$ cat src/rtl/fpu_seq_ctrl_if.sv
`default_nettype none
// ============================================================================
// Module   : fpu_seq_ctrl_if
// Brief    : Handshake, status and strobe bundle between FPU wrapper/datapath
//            and the add/multiply sequencer.
// Revision : 1.0
// ============================================================================
interface fpu_seq_ctrl_if #(
   parameter int EXP_W = 8
);
   logic             start;
   logic             op;
   logic             exp_a_bigger;
   logic [EXP_W-1:0] exp_diff;
   logic [1:0]       res_msb;
   logic             res_zero;
   logic             round_ovf;

   logic             load_ops;
   logic             sel_big;
   logic             sel_small;
   logic             align_shift;
   logic             alu_go;
   logic             alu_op;
   logic             norm_shr;
   logic             norm_shl;
   logic             round_en;
   logic             sel_round;
   logic             busy;
   logic             done;

   // Wrapper/datapath side
   modport master (
      output start, op, exp_a_bigger, exp_diff, res_msb, res_zero, round_ovf,
      input  load_ops, sel_big, sel_small, align_shift, alu_go, alu_op,
             norm_shr, norm_shl, round_en, sel_round, busy, done
   );

   // Sequencer side
   modport slave (
      input  start, op, exp_a_bigger, exp_diff, res_msb, res_zero, round_ovf,
      output load_ops, sel_big, sel_small, align_shift, alu_go, alu_op,
             norm_shr, norm_shl, round_en, sel_round, busy, done
   );
endinterface
`default_nettype wire

$ cat src/rtl/fpu_seq_ctrl.sv
`default_nettype none
// ============================================================================
// Module   : fpu_seq_ctrl
// Brief    : Multi-cycle sequencer for the single-precision add/multiply
//            datapath; owns the alignment and normalize shift counters.
// Revision : 1.0
// ============================================================================
module fpu_seq_ctrl #(
   parameter int EXP_W  = 8,
   parameter int FRAC_W = 27
) (
   input  wire           clk,
   input  wire           rst_n,
   fpu_seq_ctrl_if.slave bus
);

   localparam int CNT_W = $clog2(FRAC_W + 1);
   localparam int CMP_W = ((EXP_W > CNT_W) ? EXP_W : CNT_W) + 1;
   localparam logic [CNT_W-1:0] C_ALIGN_MAX = CNT_W'(FRAC_W);
   localparam logic [CNT_W-1:0] C_NORM_MAX  = CNT_W'(FRAC_W - 1);
   localparam logic [CNT_W-1:0] C_ONE       = CNT_W'(1);

   typedef enum logic [3:0] {
      S_IDLE   = 4'd0,
      S_LOAD   = 4'd1,
      S_ALIGN  = 4'd2,
      S_EXEC   = 4'd3,
      S_NORM   = 4'd4,
      S_ROUND  = 4'd5,
      S_CHECK  = 4'd6,
      S_RENORM = 4'd7,
      S_DONE   = 4'd8
   } state_t;

   state_t           r_state;
   state_t           w_next;
   logic             r_op;
   logic             r_a_big;
   logic [CNT_W-1:0] r_cnt;
   logic [CNT_W-1:0] r_k;

   logic [CMP_W-1:0] w_diff_ext;
   logic [CNT_W-1:0] w_diff_clamp;

   logic w_load_ops;
   logic w_align_shift;
   logic w_alu_go;
   logic w_norm_shr;
   logic w_norm_shl;
   logic w_round_en;
   logic w_sel_round;
   logic w_done;
   logic w_busy;
   logic w_active;

   // Large differences shift everything into sticky; cap at the fraction width.
   assign w_diff_ext   = CMP_W'(bus.exp_diff);
   assign w_diff_clamp = (w_diff_ext > CMP_W'(FRAC_W)) ? C_ALIGN_MAX
                                                       : CNT_W'(w_diff_ext);

   always_ff @(posedge clk or negedge rst_n) begin
      if (!rst_n) begin
         r_state <= S_IDLE;
         r_op    <= 1'b0;
         r_a_big <= 1'b0;
         r_cnt   <= '0;
         r_k     <= '0;
      end else begin
         r_state <= w_next;
         case (r_state)
            S_IDLE: begin
               if (bus.start) begin
                  r_op    <= bus.op;
                  r_a_big <= bus.exp_a_bigger;
                  r_cnt   <= w_diff_clamp;
               end
            end
            S_ALIGN: r_cnt <= r_cnt - C_ONE;
            S_EXEC:  r_k   <= '0;
            S_NORM: begin
               if (w_norm_shl) begin
                  r_k <= r_k + C_ONE;
               end
            end
            default: ;
         endcase
      end
   end

   always_comb begin
      w_next        = r_state;
      w_load_ops    = 1'b0;
      w_align_shift = 1'b0;
      w_alu_go      = 1'b0;
      w_norm_shr    = 1'b0;
      w_norm_shl    = 1'b0;
      w_round_en    = 1'b0;
      w_sel_round   = 1'b0;
      w_done        = 1'b0;
      case (r_state)
         S_IDLE: begin
            if (bus.start) begin
               w_next = S_LOAD;
            end
         end
         S_LOAD: begin
            w_load_ops = 1'b1;
            // Multiply needs no alignment; neither does an exponent tie.
            if (r_op || (r_cnt == '0)) begin
               w_next = S_EXEC;
            end else begin
               w_next = S_ALIGN;
            end
         end
         S_ALIGN: begin
            w_align_shift = 1'b1;
            if (r_cnt <= C_ONE) begin
               w_next = S_EXEC;
            end
         end
         S_EXEC: begin
            w_alu_go = 1'b1;
            w_next   = S_NORM;
         end
         S_NORM: begin
            if (bus.res_zero) begin
               w_next = S_ROUND;
            end else if (bus.res_msb[1]) begin
               w_norm_shr = 1'b1;
               w_next     = S_ROUND;
            end else if (!bus.res_msb[0] && (r_k < C_NORM_MAX)) begin
               w_norm_shl = 1'b1;
            end else begin
               w_next = S_ROUND;
            end
         end
         S_ROUND: begin
            w_round_en = 1'b1;
            w_next     = S_CHECK;
         end
         S_CHECK: begin
            w_next = bus.round_ovf ? S_RENORM : S_DONE;
         end
         S_RENORM: begin
            w_norm_shr  = 1'b1;
            w_sel_round = 1'b1;
            w_next      = S_DONE;
         end
         S_DONE: begin
            w_done = 1'b1;
            if (!bus.start) begin
               w_next = S_IDLE;
            end
         end
         default: w_next = S_IDLE;
      endcase
   end

   assign w_active = (r_state != S_IDLE);
   assign w_busy   = w_active && (r_state != S_DONE);

   assign bus.load_ops    = w_load_ops;
   assign bus.sel_big     = w_active & ~r_a_big;
   assign bus.sel_small   = w_active &  r_a_big;
   assign bus.align_shift = w_align_shift;
   assign bus.alu_go      = w_alu_go;
   assign bus.alu_op      = w_active & r_op;
   assign bus.norm_shr    = w_norm_shr;
   assign bus.norm_shl    = w_norm_shl;
   assign bus.round_en    = w_round_en;
   assign bus.sel_round   = w_sel_round;
   assign bus.busy        = w_busy;
   assign bus.done        = w_done;

endmodule
`default_nettype wire

$ cat src/flat_wrapper.sv
// flat-port wrapper written by rule: the top's interface ports become plain ports
module fpu_seq_ctrl_flat 
#(
   parameter int EXP_W  = 8,
   parameter int FRAC_W = 27
)
  (clk, rst_n, bus_start, bus_op, bus_exp_a_bigger, bus_exp_diff, bus_res_msb, bus_res_zero, bus_round_ovf, bus_load_ops, bus_sel_big, bus_sel_small, bus_align_shift, bus_alu_go, bus_alu_op, bus_norm_shr, bus_norm_shl, bus_round_en, bus_sel_round, bus_busy, bus_done);
  fpu_seq_ctrl_if #(.EXP_W(EXP_W)) bus_i ();
  input  wire clk;
  input  wire rst_n;
  input wire logic [$bits(bus_i.start)-1:0] bus_start;
  input wire logic [$bits(bus_i.op)-1:0] bus_op;
  input wire logic [$bits(bus_i.exp_a_bigger)-1:0] bus_exp_a_bigger;
  input wire logic [$bits(bus_i.exp_diff)-1:0] bus_exp_diff;
  input wire logic [$bits(bus_i.res_msb)-1:0] bus_res_msb;
  input wire logic [$bits(bus_i.res_zero)-1:0] bus_res_zero;
  input wire logic [$bits(bus_i.round_ovf)-1:0] bus_round_ovf;
  output wire logic [$bits(bus_i.load_ops)-1:0] bus_load_ops;
  output wire logic [$bits(bus_i.sel_big)-1:0] bus_sel_big;
  output wire logic [$bits(bus_i.sel_small)-1:0] bus_sel_small;
  output wire logic [$bits(bus_i.align_shift)-1:0] bus_align_shift;
  output wire logic [$bits(bus_i.alu_go)-1:0] bus_alu_go;
  output wire logic [$bits(bus_i.alu_op)-1:0] bus_alu_op;
  output wire logic [$bits(bus_i.norm_shr)-1:0] bus_norm_shr;
  output wire logic [$bits(bus_i.norm_shl)-1:0] bus_norm_shl;
  output wire logic [$bits(bus_i.round_en)-1:0] bus_round_en;
  output wire logic [$bits(bus_i.sel_round)-1:0] bus_sel_round;
  output wire logic [$bits(bus_i.busy)-1:0] bus_busy;
  output wire logic [$bits(bus_i.done)-1:0] bus_done;
  assign bus_i.start = bus_start;
  assign bus_i.op = bus_op;
  assign bus_i.exp_a_bigger = bus_exp_a_bigger;
  assign bus_i.exp_diff = bus_exp_diff;
  assign bus_i.res_msb = bus_res_msb;
  assign bus_i.res_zero = bus_res_zero;
  assign bus_i.round_ovf = bus_round_ovf;
  assign bus_load_ops = bus_i.load_ops;
  assign bus_sel_big = bus_i.sel_big;
  assign bus_sel_small = bus_i.sel_small;
  assign bus_align_shift = bus_i.align_shift;
  assign bus_alu_go = bus_i.alu_go;
  assign bus_alu_op = bus_i.alu_op;
  assign bus_norm_shr = bus_i.norm_shr;
  assign bus_norm_shl = bus_i.norm_shl;
  assign bus_round_en = bus_i.round_en;
  assign bus_sel_round = bus_i.sel_round;
  assign bus_busy = bus_i.busy;
  assign bus_done = bus_i.done;
  fpu_seq_ctrl #(.EXP_W(EXP_W), .FRAC_W(FRAC_W)) u_core (.clk(clk), .rst_n(rst_n), .bus(bus_i));
endmodule
$ cat config.mk
export PLATFORM = sky130hd
export DESIGN_NAME = fpu_seq_ctrl_flat
export DESIGN_NICKNAME = d
export VERILOG_FILES = /design/src/rtl/fpu_seq_ctrl_if.sv /design/src/rtl/fpu_seq_ctrl.sv /design/src/flat_wrapper.sv
export SDC_FILE = /design/constraint.sdc
export NUM_CORES = 1
export LEC_CHECK = 0
export BUFFER_PORTS_ARGS = -buffer_cell sky130_fd_sc_hd__buf_2
export CAP_MARGIN = 30
export CORE_MARGIN = 5
export CORE_UTILIZATION = 38
export CTS_CLUSTER_DIAMETER = 80
export DETAILED_ROUTE_END_ITERATION = 16
export MAX_ROUTING_LAYER = met4
export PLACE_DENSITY_LB_ADDON = 0.3
export RECOVER_POWER = 50
export SLEW_MARGIN = 20
export SYNTH_ARGS = -nofsm -noshare
export SYNTH_HDL_FRONTEND = slang
export SYNTH_SLANG_ARGS = --single-unit
$ cat constraint.sdc
create_clock -name clk -period 3.5 [get_ports clk]
set_input_delay 0.7 -clock clk [delete_from_list [all_inputs] [get_ports clk]]
set_output_delay 0.7 -clock clk [all_outputs]
set_load 0.01 [all_outputs]
# ---- Word level (Yosys, flattened, before mapping)
# Cells that the tools add are included.
dict set report totals {
  out_inout_bits 12
  elab_cells 68
  ff_bits 16
  in_bits 17
}
dict set report classes {
  bitwise_logic 4
  eq_ne 14
  mux 27
  addsub 2
  n_reduce_logical 13
  order_cmp 3
}
# op n
set op_table {}
lappend op_table {{case mux 4 bit (9 select lines)} 1}
lappend op_table {{two-way mux 4 bit} 7}
lappend op_table {{case mux 5 bit (2 select lines)} 2}
lappend op_table {{== test 4 x 3 -> 1 bit (second input constant)} 4}
lappend op_table {{two-way mux 5 bit} 3}
lappend op_table {{two-way mux 1 bit} 13}
lappend op_table {{== test 4 x 2 -> 1 bit (second input constant)} 2}
lappend op_table {{greater-than comparator 8 x 5 -> 1 bit (second input constant)} 1}
lappend op_table {{!= test 4 bit (second input constant)} 2}
lappend op_table {{!= test 2 bit (second input constant)} 3}
lappend op_table {{AND reduction 2 bit} 3}
lappend op_table {{adder 5 x 1 -> 5 bit (second input constant)} 1}
lappend op_table {{<= comparator 5 x 1 -> 1 bit (second input constant)} 1}
lappend op_table {{zero test 5 bit} 1}
lappend op_table {{< comparator 5 bit (second input constant)} 1}
lappend op_table {{subtractor 5 x 1 -> 5 bit (second input constant)} 1}
lappend op_table {{== test 4 x 1 -> 1 bit (second input constant)} 1}
lappend op_table {{== test 4 bit (second input constant)} 1}
lappend op_table {{zero test 4 bit} 1}
lappend op_table {{AND reduction 4 bit} 1}
lappend op_table {{nonzero test 2 bit} 2}
lappend op_table {{nonzero test 4 bit} 1}
lappend op_table {{bitwise AND 1 bit} 3}
lappend op_table {{logical AND 1 bit} 2}
lappend op_table {{5 further kinds} 5}

# ---- Depth between registers and ports, before layout
dict set report depth {
  depth_word 8
  depth_mapped 6
  depth_no_buf 5
}

# ---- Worst setup path after synthesis
# OpenSTA, ideal clock, no wires.
dict set report synth_path {
  kind {register to output}
  start {register u_core.r_state[1]}
  end {output port bus_norm_shl}
  path_stages_with_launch 4
  path_slack_ns 1.506
  arrival_time_ns 1.294
  n_path_buf 1
  required_time_ns 2.800
  path_cell_list {dfrtp_1 -> or4b_4 -> and3b_1 -> buf_4}
}
dict set report synth_via {
  elab_chain_len 2
}
# item line
set synth_lines {}
lappend synth_lines {{start: declaration} fpu_seq_ctrl.sv:35} ;# state_t r_state;
lappend synth_lines {{start signal: assignment} fpu_seq_ctrl.sv:69} ;# r_state <= w_next;
lappend synth_lines {{== test 4 x 3 -> 1 bit} fpu_seq_ctrl.sv:100} ;# case (r_state)
lappend synth_lines {{two-way mux 1 bit} fpu_seq_ctrl.sv:100}
lappend synth_lines {{end: declaration} flat_wrapper.sv:25} ;# output wire logic [$bits(bus_i.norm_shl)-1:0] bus_norm_shl;
# Every way passes these cells.

# ---- Worst setup path in the final report
# Ends and elaborated chain as after synthesis.

==> flow_summary.yaml <==
run_status:
  status: "complete, no violations"
clocking:
  cts_root_buffer: "clkbuf_4"
  cts_buffer_depth: 2
  clk_pin_slew_worst_paths_ps: 90
  cts_buffers: 3
  cts_tree: "built"
  cts_setup_buffers: 0
  clock_latency_ps: 280
  postCtsHoldBufs: 0
  cts.sinks: 16
  htree_levels: 1
  ctsResizeCount: 0
place:
  place_area_sq_um: 1180
  portBuffers: 28
  dp_hpwl_microns: 1850
  place.gp.congestion: 0.846
sta:
  period_share_pct: 73.3
  tns_ps: 0
  max_freq_mhz: 390
  post-route-min-period_ps: 2560
  hold_violations: 0
  slew_headroom_pct: 41.7
  setup_viol: 0
  rsz0062_at_grt: "no"
  worstMarginPinSlew_ps: 874
  slew_viol_final: 0
  finClkSkew_ps: 1.28
drt:
  detail_route.iter0.violations: 30
  drtAntennaViolNets: 0
  wl_per_cell_microns: 13.3
  drt-total-wl_microns: 2280
  drc: 0
  viasPerCell: 5.49
  first_pass_iters: 4
  via_count: 944
synth:
  synth-async-reset-ratio_pct: 100
  synth_area_per_cell_sq_um: 8.97
  synth_seq_cells: 16
  yosysMostFrequentCell: "dfrtp_1"
  yosys-top-cells-area: "dfrtp_1 (39%), nand2_1 (5.1%), nor2_1 (4.4%), ha_1 (3.6%), nor3_1 (3.4%)"
  synth_edf_count: 0
  syn_area_sq_um: 1030
  syn_nets: 135
  syn_inst: 115
  yosysSeqAreaShare_pct: 38.8
  yosys_warnings: 0
  yosys-top-cells-count: "dfrtp_1 (16), nand2_1 (14), nor2_1 (12)"
  synthFlopType: "dfrtp_1"
  synthDistinctLibCells: 40
  synth_top_cell_area_share_pct: 38.8
  synth_largest_area_cell: "dfrtp_1"
global_routing:
  grt_pass1_vias: 900
  grt_use_total_pct: 13.7
  grt_pass1_wl_microns: 3840
  antenna_found_initial: 0
  grt-ovfl-total: 0
  grt_max_degree: 17
flow_run:
  cap_violations: 0
worst_setup_path:
  worst-setup-path-type: "flip-flop to output pin"
  slowest_stage: "or4b_4"
  startpoint_type: "flip-flop"
  cp_cell_sequence: "or4b_4 -> and3b_1 -> buf_2"
  r2r_setup_slack_ps: 1490
  cp-end-kind: "output pin"
  arrival_ps: 1860
  r2r_start: "u_core.r_state[0]$_DFFE_PN0P_"
  cp.required_ps: 2800
  slowest_delay_ps: 590
  rr_worst_depth: 4
  cp-startpoint: "u_core.r_state[1]$_DFFE_PN0P_"
  critPathMaxFanout: 13
power:
  peakVddDrop_mv: 0.485
  p_leak_nw: 0.561
  finalPower_mw: 0.891
  p_per_area_nw_per_um2: 746
layout:
  seqCellArea_sq_um: 400
  multi_input_area_sq_um: 558
  diodes: 0
  syn_to_final_growth_pct: 15.8
  fill_cells: 253
  drive_gt1_share_pct: 23.9
  finalInstanceArea_sq_um: 1190
  nets: 163
floorplan:
  start_util_pct: 40.5
  die_y_microns: 62.1
  dieArea_sq_um: 3850
  rows: 18
  core_area_sq_um: 2540
  die_x_microns: 62.1
  io_pins: 29
worst_hold_path:
  whs_path_depth: 1
  hp-start: "u_core.r_cnt[4]$_DFFE_PN0P_"
  min_path_type: "flip-flop to flip-flop"
## power breakdown
| part | switching [mW] | internal (mW) | leakage (nW) |
|---|---|---|---|
| Sequential | 0.116 | 0.254 | 0.198 |
| Combinational | 0.223 | 0.181 | 0.342 |
| Clock | 0.0537 | 0.0633 | 0.0210 |
| Total | 0.392 | 0.499 | 0.561 |
## layout by cell type (no fill, tap or decap), types with 4 or more instances in the layout
cell type and n:
nand2_1 14, a21oi_1 4, nor2_1 12, a31oi_1 4
inv_1 6, buf_2 27, nor3_1 7, o21ai_0 4
dfrtp_1 16
## final timing paths
path	to
worst max-delay path	bus_norm_shl
worst min-delay path	u_core.r_cnt[4]$_DFFE_PN0P_
worst max register to register	u_core.r_cnt[4]$_DFFE_PN0P_
worst min register to register	u_core.r_cnt[4]$_DFFE_PN0P_
max in group asynchronous	u_core.r_a_big$_DFFE_PN0P_
min in group asynchronous	u_core.r_k[3]$_DFFE_PN0P_
## final cells by class
class | instances | share of cell area (%)
clock buffer | 4 | 3.04
inverter | 6 | 1.89
multi-input combinational | 88 | 46.8
sequential | 16 | 33.5
tap | 30 | 3.14
timing repair buffer | 28 | 11.6
## registers in the layout, summed over array words and instances, names as in the netlist
register / flops
u_core.r_cnt: 5
u_core.r_state: 4
u_core.r_op: 1
u_core.r_a_big: 1
u_core.r_k: 5
## critical path, delay by kind of cell, from the launching register on
family                 cells  cell delay, ps
buffers and inverters      1             170
flip-flops                 1             510
AND/OR/NAND/NOR            2             910
## metal layers
layer,GRT usage (%),wire length [microns]
met3,3.10,196
met1,18.2,1010
met5,-,0
met2,20.7,1040
met4,3.94,29
## cells by family (layout without fill, tap and decap cells)
| group | count (synthesis) | in the layout | share of synthesized area (%) |
|---|---|---|---|
| compound gates | 25 | 25 | 16.9 |
| mux | 1 | 1 | 0.971 |
| flops | 16 | 16 | 38.8 |
| simple gates | 58 | 58 | 33.5 |
| buf+inv | 11 | 38 | 5.34 |
| xor+xnor | 1 | 1 | 0.850 |
| fa+ha+maj | 3 | 3 | 3.64 |
## stage by stage
stage,hold slack [ps],setup WS [ps],util (%),std cells
4_1_cts,321,883,47.6,172
3_3_place_gp,477,1220,46.2,168
3_5_place_dp,486,1210,46.2,168
6_report,496,936,46.9,172
5_1_grt,530,819,46.9,172
2_1_floorplan,404,1510,-,115
Power figures use the tool's default switching activity.
